--- src/rtl/frame_scheduler_pkg.sv ---
// -----------------------------------------------------------------------------
// frame_scheduler_pkg
// Shared definitions for the per-frame coprocessor sequencer: FSM state
// encoding (visible to software through STATUS[4:2]), MMIO register indices
// and the default select value of this block in the MMIO map.
// -----------------------------------------------------------------------------
package frame_scheduler_pkg;

   typedef enum logic [2:0] {
      ST_IDLE = 3'd0,
      ST_PHYS = 3'd1,
      ST_COLL = 3'd2,
      ST_ATK  = 3'd3,
      ST_DMG  = 3'd4,
      ST_VGA  = 3'd5
   } state_e;

   localparam logic [4:0] IDX_CTRL        = 5'd0;
   localparam logic [4:0] IDX_LEN_PHYS    = 5'd1;
   localparam logic [4:0] IDX_LEN_COLL    = 5'd2;
   localparam logic [4:0] IDX_LEN_ATK     = 5'd3;
   localparam logic [4:0] IDX_LEN_DMG     = 5'd4;
   localparam logic [4:0] IDX_LEN_VGA     = 5'd5;
   localparam logic [4:0] IDX_FRAME_COUNT = 5'd6;
   localparam logic [4:0] IDX_STATUS      = 5'd7;

   localparam logic [4:0] BASE_SEL_DEFAULT = 5'd14;

endpackage

--- src/rtl/frame_sched_regs.sv ---
// -----------------------------------------------------------------------------
// frame_sched_regs
// MMIO decode, configuration registers and combinational read mux for the
// frame scheduler.
//
// Ports:
//   clock, reset          system clock, async active-high reset
//   address, data_in, wren processor MMIO bus
//   state_i, busy_i,       live scheduler status for STATUS / FRAME_COUNT reads
//   overrun_i, frame_count_i
//   run_o                  CTRL.run
//   clr_ovr_o              one-cycle pulse: CTRL written with bit1 set
//   len_*_o                raw phase-length registers (0 is legal, means 1)
//   rdata_o                read data for the addressed register, 0 on miss
// -----------------------------------------------------------------------------
module frame_sched_regs
   import frame_scheduler_pkg::*;
#(
   parameter int         LEN_W       = 8,
   parameter int         DEFAULT_LEN = 4,
   parameter logic [4:0] BASE_SEL    = BASE_SEL_DEFAULT
) (
   input  logic             clock,
   input  logic             reset,
   input  logic [12:0]      address,
   input  logic [31:0]      data_in,
   input  logic             wren,
   input  logic [2:0]       state_i,
   input  logic             busy_i,
   input  logic             overrun_i,
   input  logic [31:0]      frame_count_i,
   output logic             run_o,
   output logic             clr_ovr_o,
   output logic [LEN_W-1:0] len_phys_o,
   output logic [LEN_W-1:0] len_coll_o,
   output logic [LEN_W-1:0] len_atk_o,
   output logic [LEN_W-1:0] len_dmg_o,
   output logic [LEN_W-1:0] len_vga_o,
   output logic [31:0]      rdata_o
);

   logic             hit;
   logic [4:0]       idx;
   logic             we;
   logic             run_q;
   logic [LEN_W-1:0] len_phys_q, len_coll_q, len_atk_q, len_dmg_q, len_vga_q;
   logic             unused_bits;

   assign hit = address[12] && (address[11:7] == BASE_SEL);
   assign idx = address[6:2];
   assign we  = hit && wren;

   // Upper data bits and byte offset carry no meaning for this block.
   assign unused_bits = ^{data_in[31:LEN_W], address[1:0]};

   always_ff @(posedge clock or posedge reset) begin
      if (reset) begin
         run_q      <= 1'b0;
         len_phys_q <= LEN_W'(DEFAULT_LEN);
         len_coll_q <= LEN_W'(DEFAULT_LEN);
         len_atk_q  <= LEN_W'(DEFAULT_LEN);
         len_dmg_q  <= LEN_W'(DEFAULT_LEN);
         len_vga_q  <= LEN_W'(DEFAULT_LEN);
      end else if (we) begin
         case (idx)
            IDX_CTRL:     run_q      <= data_in[0];
            IDX_LEN_PHYS: len_phys_q <= data_in[LEN_W-1:0];
            IDX_LEN_COLL: len_coll_q <= data_in[LEN_W-1:0];
            IDX_LEN_ATK:  len_atk_q  <= data_in[LEN_W-1:0];
            IDX_LEN_DMG:  len_dmg_q  <= data_in[LEN_W-1:0];
            IDX_LEN_VGA:  len_vga_q  <= data_in[LEN_W-1:0];
            default:      ;
         endcase
      end
   end

   assign clr_ovr_o = we && (idx == IDX_CTRL) && data_in[1];

   always_comb begin
      rdata_o = 32'd0;
      if (hit) begin
         case (idx)
            IDX_CTRL:        rdata_o = {31'd0, run_q};
            IDX_LEN_PHYS:    rdata_o = 32'(len_phys_q);
            IDX_LEN_COLL:    rdata_o = 32'(len_coll_q);
            IDX_LEN_ATK:     rdata_o = 32'(len_atk_q);
            IDX_LEN_DMG:     rdata_o = 32'(len_dmg_q);
            IDX_LEN_VGA:     rdata_o = 32'(len_vga_q);
            IDX_FRAME_COUNT: rdata_o = frame_count_i;
            IDX_STATUS:      rdata_o = {26'd0, busy_i, state_i, overrun_i, run_q};
            default:         rdata_o = 32'd0;
         endcase
      end
   end

   assign run_o      = run_q;
   assign len_phys_o = len_phys_q;
   assign len_coll_o = len_coll_q;
   assign len_atk_o  = len_atk_q;
   assign len_dmg_o  = len_dmg_q;
   assign len_vga_o  = len_vga_q;

endmodule

--- src/rtl/frame_scheduler.sv ---
// -----------------------------------------------------------------------------
// frame_scheduler
// Per-frame sequencer: on a frame tick (while run is set) opens one-hot
// enable windows for physics, collision, attack, damage and VGA snapshot in
// that order, each for its programmed length. Ticks arriving mid-frame are
// dropped and flagged as overrun.
//
// Ports:
//   clock, reset            system clock, async active-high reset
//   frame_tick              single-cycle frame start pulse
//   address, data_in, wren  processor MMIO bus
//   rdata                   combinational read data
//   en_phys..en_vga         mutually exclusive stage enable windows
//   busy                    FSM not in IDLE
//   overrun                 sticky, cleared by writing CTRL bit1
//   frame_count             completed frames (wraps)
//
// state | meaning
// IDLE  | waiting for frame_tick with run set
// PHYS  | physics window open
// COLL  | collision window open
// ATK   | attack window open
// DMG   | damage window open
// VGA   | VGA snapshot window open; last cycle completes the frame
// -----------------------------------------------------------------------------
module frame_scheduler
   import frame_scheduler_pkg::*;
#(
   parameter int         LEN_W       = 8,
   parameter int         DEFAULT_LEN = 4,
   parameter logic [4:0] BASE_SEL    = BASE_SEL_DEFAULT
) (
   input  logic        clock,
   input  logic        reset,
   input  logic        frame_tick,
   input  logic [12:0] address,
   input  logic [31:0] data_in,
   input  logic        wren,
   output logic [31:0] rdata,
   output logic        en_phys,
   output logic        en_coll,
   output logic        en_attack,
   output logic        en_damage,
   output logic        en_vga,
   output logic        busy,
   output logic        overrun,
   output logic [31:0] frame_count
);

   state_e           state_q, state_d;
   logic [LEN_W-1:0] cnt_q, cnt_d;
   logic [31:0]      frame_count_q, frame_count_d;
   logic             overrun_q, overrun_d;

   logic             run;
   logic             clr_ovr;
   logic [LEN_W-1:0] len_phys, len_coll, len_atk, len_dmg, len_vga;

   frame_sched_regs #(
      .LEN_W       (LEN_W),
      .DEFAULT_LEN (DEFAULT_LEN),
      .BASE_SEL    (BASE_SEL)
   ) u_regs (
      .clock         (clock),
      .reset         (reset),
      .address       (address),
      .data_in       (data_in),
      .wren          (wren),
      .state_i       (state_q),
      .busy_i        (busy),
      .overrun_i     (overrun_q),
      .frame_count_i (frame_count_q),
      .run_o         (run),
      .clr_ovr_o     (clr_ovr),
      .len_phys_o    (len_phys),
      .len_coll_o    (len_coll),
      .len_atk_o     (len_atk),
      .len_dmg_o     (len_dmg),
      .len_vga_o     (len_vga),
      .rdata_o       (rdata)
   );

   // Counter start value for a phase of length len; a length of 0 runs as 1.
   function automatic logic [LEN_W-1:0] load_of(input logic [LEN_W-1:0] len);
      return (len == '0) ? '0 : len - LEN_W'(1);
   endfunction

   always_ff @(posedge clock or posedge reset) begin
      if (reset) begin
         state_q       <= ST_IDLE;
         cnt_q         <= '0;
         frame_count_q <= 32'd0;
         overrun_q     <= 1'b0;
      end else begin
         state_q       <= state_d;
         cnt_q         <= cnt_d;
         frame_count_q <= frame_count_d;
         overrun_q     <= overrun_d;
      end
   end

   always_comb begin
      state_d       = state_q;
      cnt_d         = cnt_q;
      frame_count_d = frame_count_q;

      case (state_q)
         ST_IDLE: begin
            if (run && frame_tick) begin
               state_d = ST_PHYS;
               cnt_d   = load_of(len_phys);
            end
         end
         ST_PHYS: begin
            if (cnt_q == '0) begin
               state_d = ST_COLL;
               cnt_d   = load_of(len_coll);
            end else begin
               cnt_d = cnt_q - LEN_W'(1);
            end
         end
         ST_COLL: begin
            if (cnt_q == '0) begin
               state_d = ST_ATK;
               cnt_d   = load_of(len_atk);
            end else begin
               cnt_d = cnt_q - LEN_W'(1);
            end
         end
         ST_ATK: begin
            if (cnt_q == '0) begin
               state_d = ST_DMG;
               cnt_d   = load_of(len_dmg);
            end else begin
               cnt_d = cnt_q - LEN_W'(1);
            end
         end
         ST_DMG: begin
            if (cnt_q == '0) begin
               state_d = ST_VGA;
               cnt_d   = load_of(len_vga);
            end else begin
               cnt_d = cnt_q - LEN_W'(1);
            end
         end
         ST_VGA: begin
            if (cnt_q == '0) begin
               state_d       = ST_IDLE;
               cnt_d         = '0;
               frame_count_d = frame_count_q + 32'd1;
            end else begin
               cnt_d = cnt_q - LEN_W'(1);
            end
         end
         default: begin
            state_d = ST_IDLE;
            cnt_d   = '0;
         end
      endcase
   end

   // Set is applied after clear so a dropped tick is never lost to a
   // simultaneous software clear.
   always_comb begin
      overrun_d = overrun_q;
      if (clr_ovr) begin
         overrun_d = 1'b0;
      end
      if (frame_tick && (state_q != ST_IDLE)) begin
         overrun_d = 1'b1;
      end
   end

   assign en_phys     = (state_q == ST_PHYS);
   assign en_coll     = (state_q == ST_COLL);
   assign en_attack   = (state_q == ST_ATK);
   assign en_damage   = (state_q == ST_DMG);
   assign en_vga      = (state_q == ST_VGA);
   assign busy        = (state_q != ST_IDLE);
   assign overrun     = overrun_q;
   assign frame_count = frame_count_q;

endmodule
--- config.mk ---
export PLATFORM = sky130hd
export DESIGN_NAME = frame_scheduler
export DESIGN_NICKNAME = d
export VERILOG_FILES = /design/src/rtl/frame_scheduler_pkg.sv /design/src/rtl/frame_sched_regs.sv /design/src/rtl/frame_scheduler.sv
export SDC_FILE = /design/constraint.sdc
export NUM_CORES = 1
export LEC_CHECK = 0
export ABC_AREA = 1
export ABC_CLOCK_PERIOD_IN_PS = 2330
export BUFFER_PORTS_ARGS = -buffer_cell sky130_fd_sc_hd__buf_2
export CAP_MARGIN = 20
export CORE_MARGIN = 10
export CORE_UTILIZATION = 40
export CTS_CLUSTER_DIAMETER = 60
export DETAILED_ROUTE_END_ITERATION = 8
export PLACE_DENSITY = 0.61
export SETUP_SLACK_MARGIN = 0.4
export SLEW_MARGIN = 20
export SYNTH_ARGS = -nofsm -noshare
export SYNTH_HDL_FRONTEND = slang
export SYNTH_SLANG_ARGS = --single-unit
--- constraint.sdc ---
create_clock -name clock -period 2.33 [get_ports clock]
set_input_delay 0 -clock clock [delete_from_list [all_inputs] [get_ports clock]]
set_output_delay 0 -clock clock [all_outputs]
set_load 0.01 [all_outputs]
# Yosys cells after proc, flatten, opt, wreduce, memory -nomap -nowiden
# Cells that the tools add are included.
word_totals:
  regBits: 85
  output_inout_bits: 71
  word_cells: 83
op_classes:
  addsub: 7
  n_eq_ne: 19
  n_mux: 23
  reduce_logical: 24
op_table:
  columns: ["operator", "count"]
  rows:
  - ["one-hot mux 32 bit (8 select lines)", 1]
  - ["2-to-1 mux 8 bit", 11]
  - ["zero test 8 bit", 6]
  - ["one-hot mux 8 bit (6 select lines)", 1]
  - ["subtractor 8 x 1 -> 8 bit, second input constant", 6]
  - ["adder 32 x 1 -> 32 bit, second input constant", 1]
  - ["2-to-1 mux 32 bit", 1]
  - ["equality test 5 x 3 -> 1 bit, second input constant", 4]
  - ["2-to-1 mux 3 bit", 6]
  - ["one-hot mux 3 bit (6 select lines)", 1]
  - ["AND reduction 2 bit", 7]
  - ["equality test 5 x 2 -> 1 bit, second input constant", 2]
  - ["!= test 2 x 1 -> 1 bit, second input constant", 5]
  - ["equality test 3 x 2 -> 1 bit, second input constant", 2]
  - ["equality test 3 bit, second input constant", 2]
  - ["logical AND 1 bit", 6]
  - ["AND reduction 6 bit", 1]
  - ["equality test 5 x 1 -> 1 bit, second input constant", 1]
  - ["equality test 5 x 4 -> 1 bit, second input constant", 1]
  - ["zero test 5 bit", 1]
  - ["equality test 3 x 1 -> 1 bit, second input constant", 1]
  - ["zero test 3 bit", 1]
  - ["nonzero test 3 bit", 1]
  - ["2-to-1 mux 1 bit", 2]
  - ["2 further kinds", 2]

# Depth between registers and ports, before layout
logic_depth:
  word_depth: 7
  depth_mapped: 14

# By module
# A second synthesis with hierarchy kept.
hier_totals:
  hier_cells: 945
  hier_area_um2: 6398.6
by_module_without_submodules:
  columns: ["module", "n_inst", "cells_each", "area_each_um2"]
  rows:
  - ["frame_scheduler", 1, 604, 3861.2]
  - ["frame_sched_regs", 1, 341, 2537.4]

# Worst setup path after synthesis
# Ideal clock, no wire load.
synth_timing:
  kind: "flip-flop to flip-flop"
  from: "register cnt_q[0]"
  to: "register frame_count_q[20], in the netlist frame_count[20]"
  arrival_ns: 1.648
  t_required_ns: 2.213
  setup_slack_ns: 0.565
  stages_incl_launch_ff: 13
  path_buffers: 1
  synth_period_minus_slack_ns: 1.765
  path_cell_list: "dfrtp_1 > inv_1 > ha_1 > nand3_4 > nor2_4 > nand2_4 > buf_6 > nor2_8 > nand4_4 > nor2_4 > nand2_1 > nand2_1 > nand2_1"
synth_via:
  elab_chain_len: 2
synth_rtl:
  columns: ["element", "line_no", "rtl"]
  rows:
  - ["start, declared", "frame_scheduler.sv:51", "logic [LEN_W-1:0] cnt_q, cnt_d;"]
  - ["start signal, assigned", "frame_scheduler.sv:96", "cnt_q <= cnt_d;"]
  - ["zero test 8 bit", "frame_scheduler.sv:147", "if (cnt_q == '0) begin"]
  - ["AND reduction 2 bit (no source line)", null, null]
  - ["end signal, assigned", "frame_scheduler.sv:97", "frame_count_q <= frame_count_d;"]
  - ["end, declared", "frame_scheduler.sv:52", "logic [31:0] frame_count_q, frame_count_d;"]
# Every way passes these cells.
# A chain may end at the register's enable or synchronous reset.

# Worst setup path in the final report
layout_timing:
  from: "register state_q[2]"
  to: "output rdata[5]"
layout_via:
  elab_chain_len: 3
layout_rtl:
  columns: ["element", "line_no", "rtl"]
  rows:
  - ["start, declared", "frame_scheduler.sv:50", "state_e state_q, state_d;"]
  - ["start signal, assigned", "frame_scheduler.sv:95", "state_q <= state_d;"]
  - ["nonzero test 3 bit", "frame_scheduler.sv:179", "assign busy = (state_q != ST_IDLE);"]
  - ["one-hot mux 32 bit (8 select lines)", "frame_sched_regs.sv:82", "case (idx)"]
  - ["2-to-1 mux 32 bit", "frame_sched_regs.sv:81", "if (hit) begin"]
  - ["end, declared", "frame_scheduler.sv:39", "output logic [31:0] rdata,"]
# Every way passes these cells.

==> impl_results.md <==
- Status: finished with violations
- Violated checks: negative hold slack
- IO Port Bufs: 93
- Root buffer cell: clkbuf_16
- Hold crit path type: in2reg
- Area growth, synth to finish: 20.87%
- PwrDens: 723.8 nW/um^2
- Hold_ws: -0.01483 ns
- RSZ-0062 raised after global routing: true
- Peak Freq: 521.5 MHz
- CTS tree: done
- DRT Pass-1 Iters: 5
- Die Wd: 144.0 microns
- Overflow after GRT: 0
- Rel. slew slack: 51.00%
- Post-Synth XOR/XNOR Area: 5.553%
- HPWL Detailed: 16,120 microns
- Synth Area in Compound Gates: 10.70%
- Vias in the first global route: 6,088
- Post-layout net count: 1,088
- Crit Path Category: reg2out
- Internal power: 3.387 mW
- Sw Pwr: 1.995 mW
- Clock latency on the worst-skew pair: 0.36 ns
- H-tree Lvls: 3
- CP required: 2.33 ns
- Simple-gate share of the synthesized area: 37.65%
- Clock period minus worst slack: 1.917 ns
- Mux share of post-synthesis cell area: 0%
- # diodes: 0
- MaxCap Viol Count: 0
- Adder-Cell Fraction of Synth Area: 2.441%
- Gpl congestion: 1.023
- Drt total wl: 20,710 microns
- Mean post-synth cell area: 6.730 sq um
- Post-Syn Nets: 975
- Largest net degree at the start of global routing: 54
- FP Rows: 45
- Peak VDD IR: 0.4114 mV
- Synth Cell Area: 6151 sq um
- Max clock buf depth: 2
- CP Capture Type: output pin
- Die height: 144.0 microns
- Final worst path period share: 82.30%
- CTS Buf Count: 9
- DR iter-0 viols: 423
- Final hold violations: 1
- DR WL/cell: 16.97 microns
- Final setup vio count: 0
- Gr usage total: 20.24%
- Vias post-DR: 6,294
- Drt drc: 0
- Reg power frac: 31.3%
- Crit path DAT: 1.92 ns
- Via/cell ratio: 5.159
- Post-synthesis register bit count: 85
- Largest family of logic cells by synthesized area: simple AND/OR/NAND/NOR gates
- Yosys cell types: 42
- Lkg Pwr: 3.660 nW
- Area of the die: 20,740 sq um
- Initial antenna violation count: 0
- Most frequent cells in the layout: 267 x nand2_1, 113 x inv_1, 97 x nor2_1
- Core Area: 15,150 sq um
- IO Pins: 120
- Total power: 5.381 mW
- Routed Antenna Nets: 0
- Sequential-to-total area share from yosys stat: 34.68%
- Comb power frac: 36.8%
- CTS sink count: 85
- Clock power frac: 31.9%
- Initial Util: 40.61%
- First-pass GRT wire length: 33,030 microns
- CP Launch Type: register
- Commonest non-fill, non-tap cell in the layout: nand2_1
- Reg clk slew, reported paths: 0.06 ns
- Worst-Margin Slew: 0.7334 ns
- Share of layout cells above drive strength 1: 18.70%
- Warnings from Yosys: 0
- CP Max Fanout: 5
- Setup Skew: 0.009563 ns
- Switching share of power: 37.06%
- Synth Instances: 914
- Pins over their slew limit: 0
- Filler cell count: 1,553
- Setup TNS: 0 ns
[sequential cells by signal (all words and copies together) (netlist names)]
| register | cells |
|---|---|
| overrun | 1 |
| frame_count | 32 |
| state_q | 3 |
| u_regs.len_phys_o | 8 |
| u_regs.len_coll_o | 8 |
| u_regs.run_o | 1 |
| cnt_q | 8 |
| u_regs.len_dmg_o | 8 |
| u_regs.len_atk_o | 8 |
| u_regs.len_vga_o | 8 |
[power groups by stage]
stage | clock network (mW) | registers, mW | logic (mW)
2_1_floorplan | 0 | 1.69 | 1.20
3_3_place_gp | 0 | 1.71 | 1.66
3_5_place_dp | 0 | 1.71 | 1.67
4_1_cts | 1.73 | 1.68 | 1.72
5_1_grt | 1.79 | 1.70 | 2.23
6_report | 1.71 | 1.69 | 1.98
[what timing repair did]
item                       CTS  global route
gates cloned                 0             2
resized for setup            5            14
setup endpoints to repair    8            20
setup buffers                0            11
hold buffers                 2             0
pin swaps                    4             9
hold endpoints to repair    30             0
[cell usage after synthesis, drive strengths merged]
cell	number	share of area (%)
o211ai	2	0.24
a41oi	1	0.14
nor2	112	8.1
o21a	1	0.12
or2	1	0.10
buf	6	0.59
dfstp	5	2.1
xnor2	4	0.57
dfrtp	80	33
nand4	11	1.4
clkinv	1	0.081
clkbuf	8	0.49
inv	128	7.8
o21ai	80	6.5
ha	12	2.4
xor2	35	5.0
a22o	1	0.14
nor3b	2	0.24
nor3	43	4.5
nor4	1	0.10
nand3	64	5.6
a22oi	1	0.12
o22ai	14	1.4
nand2	279	18
a21oi	16	1.4
and2	1	0.10
o21bai	4	0.49
a221oi	1	0.14
[stage by stage]
step	setup WS, ns	util (%)	cell area (sq um)	cells	hold slack (ns)
floorplan	0.5651	-	6155	914	0.1168
global placement	0.3780	45.30	6862	1189	0.1605
detailed placement	0.3262	45.30	6862	1189	0.1633
CTS	0.4321	47.94	7261	1207	0.002531
global route	0.3153	49.09	7435	1220	0.03605
finish	0.4125	49.09	7435	1220	-0.01483
[final cells by class]
cell class / instances / area, sq um / share of cell area, %
Tap cell: 188 / 235.2 / 3.164
Clock buffer: 11 / 242.7 / 3.265
Inverter: 129 / 489.2 / 6.580
Sequential cell: 85 / 2135 / 28.71
Multi-Input combinational cell: 686 / 3518 / 47.32
Clock inverter: 5 / 107.6 / 1.447
Timing Repair Buffer: 116 / 706.9 / 9.509
[per-layer routing]
| layer | up-vias | wire [microns] | part of all wire, % | global-route usage [%] |
|---|---|---|---|---|
| met1 | 2898 | 9000 | 43 | 26.06 |
| met5 | - | 0 | 0 | 0 |
| met4 | 0 | 594 | 2.9 | 7.308 |
| met2 | 201 | 9613 | 46 | 32.60 |
| li1 | 3154 | - | - | - |
| met3 | 41 | 1499 | 7.2 | 4.428 |
[final timing paths]
| path | start | slack, ns | cells after the start | endpoint |
|---|---|---|---|---|
| setup reg to reg | cnt_q[0] | 0.45 | 11 | cnt_q[4] |
| hold / removal | data_in[4] | -0.01 | 3 | u_regs.len_dmg_o[4] |
| min in group asynchronous | reset | 0.31 | 3 | u_regs.len_coll_o[5] |
| max in group asynchronous | reset | 1.29 | 4 | u_regs.len_phys_o[2] |
| setup / recovery | state_q[2] | 0.41 | 7 | rdata[5] |
| hold reg to reg | u_regs.len_atk_o[0] | 0.49 | 2 | u_regs.len_atk_o[0] |
[critical path, cell delays in order (launching register included)]
cell     delay [ns]
dfrtp_1        0.49
inv_2          0.11
nand2_1        0.20
inv_2          0.08
o22ai_1        0.18
nor2_1         0.07
a21oi_1        0.24
buf_2          0.19
[cell families (layout without fill, tap and decap cells)]
| logic type | Yosys count | count (layout) |
|---|---|---|
| flip-flops | 85 | 85 |
| AND/OR/NAND/NOR | 514 | 514 |
| XOR/XNOR | 39 | 39 |
| adder cells (fa/ha/maj) | 12 | 12 |
| AO/OA/AOI/OAI | 121 | 121 |
| buffers and inverters | 143 | 261 |
Power figures use the tool's default switching activity.
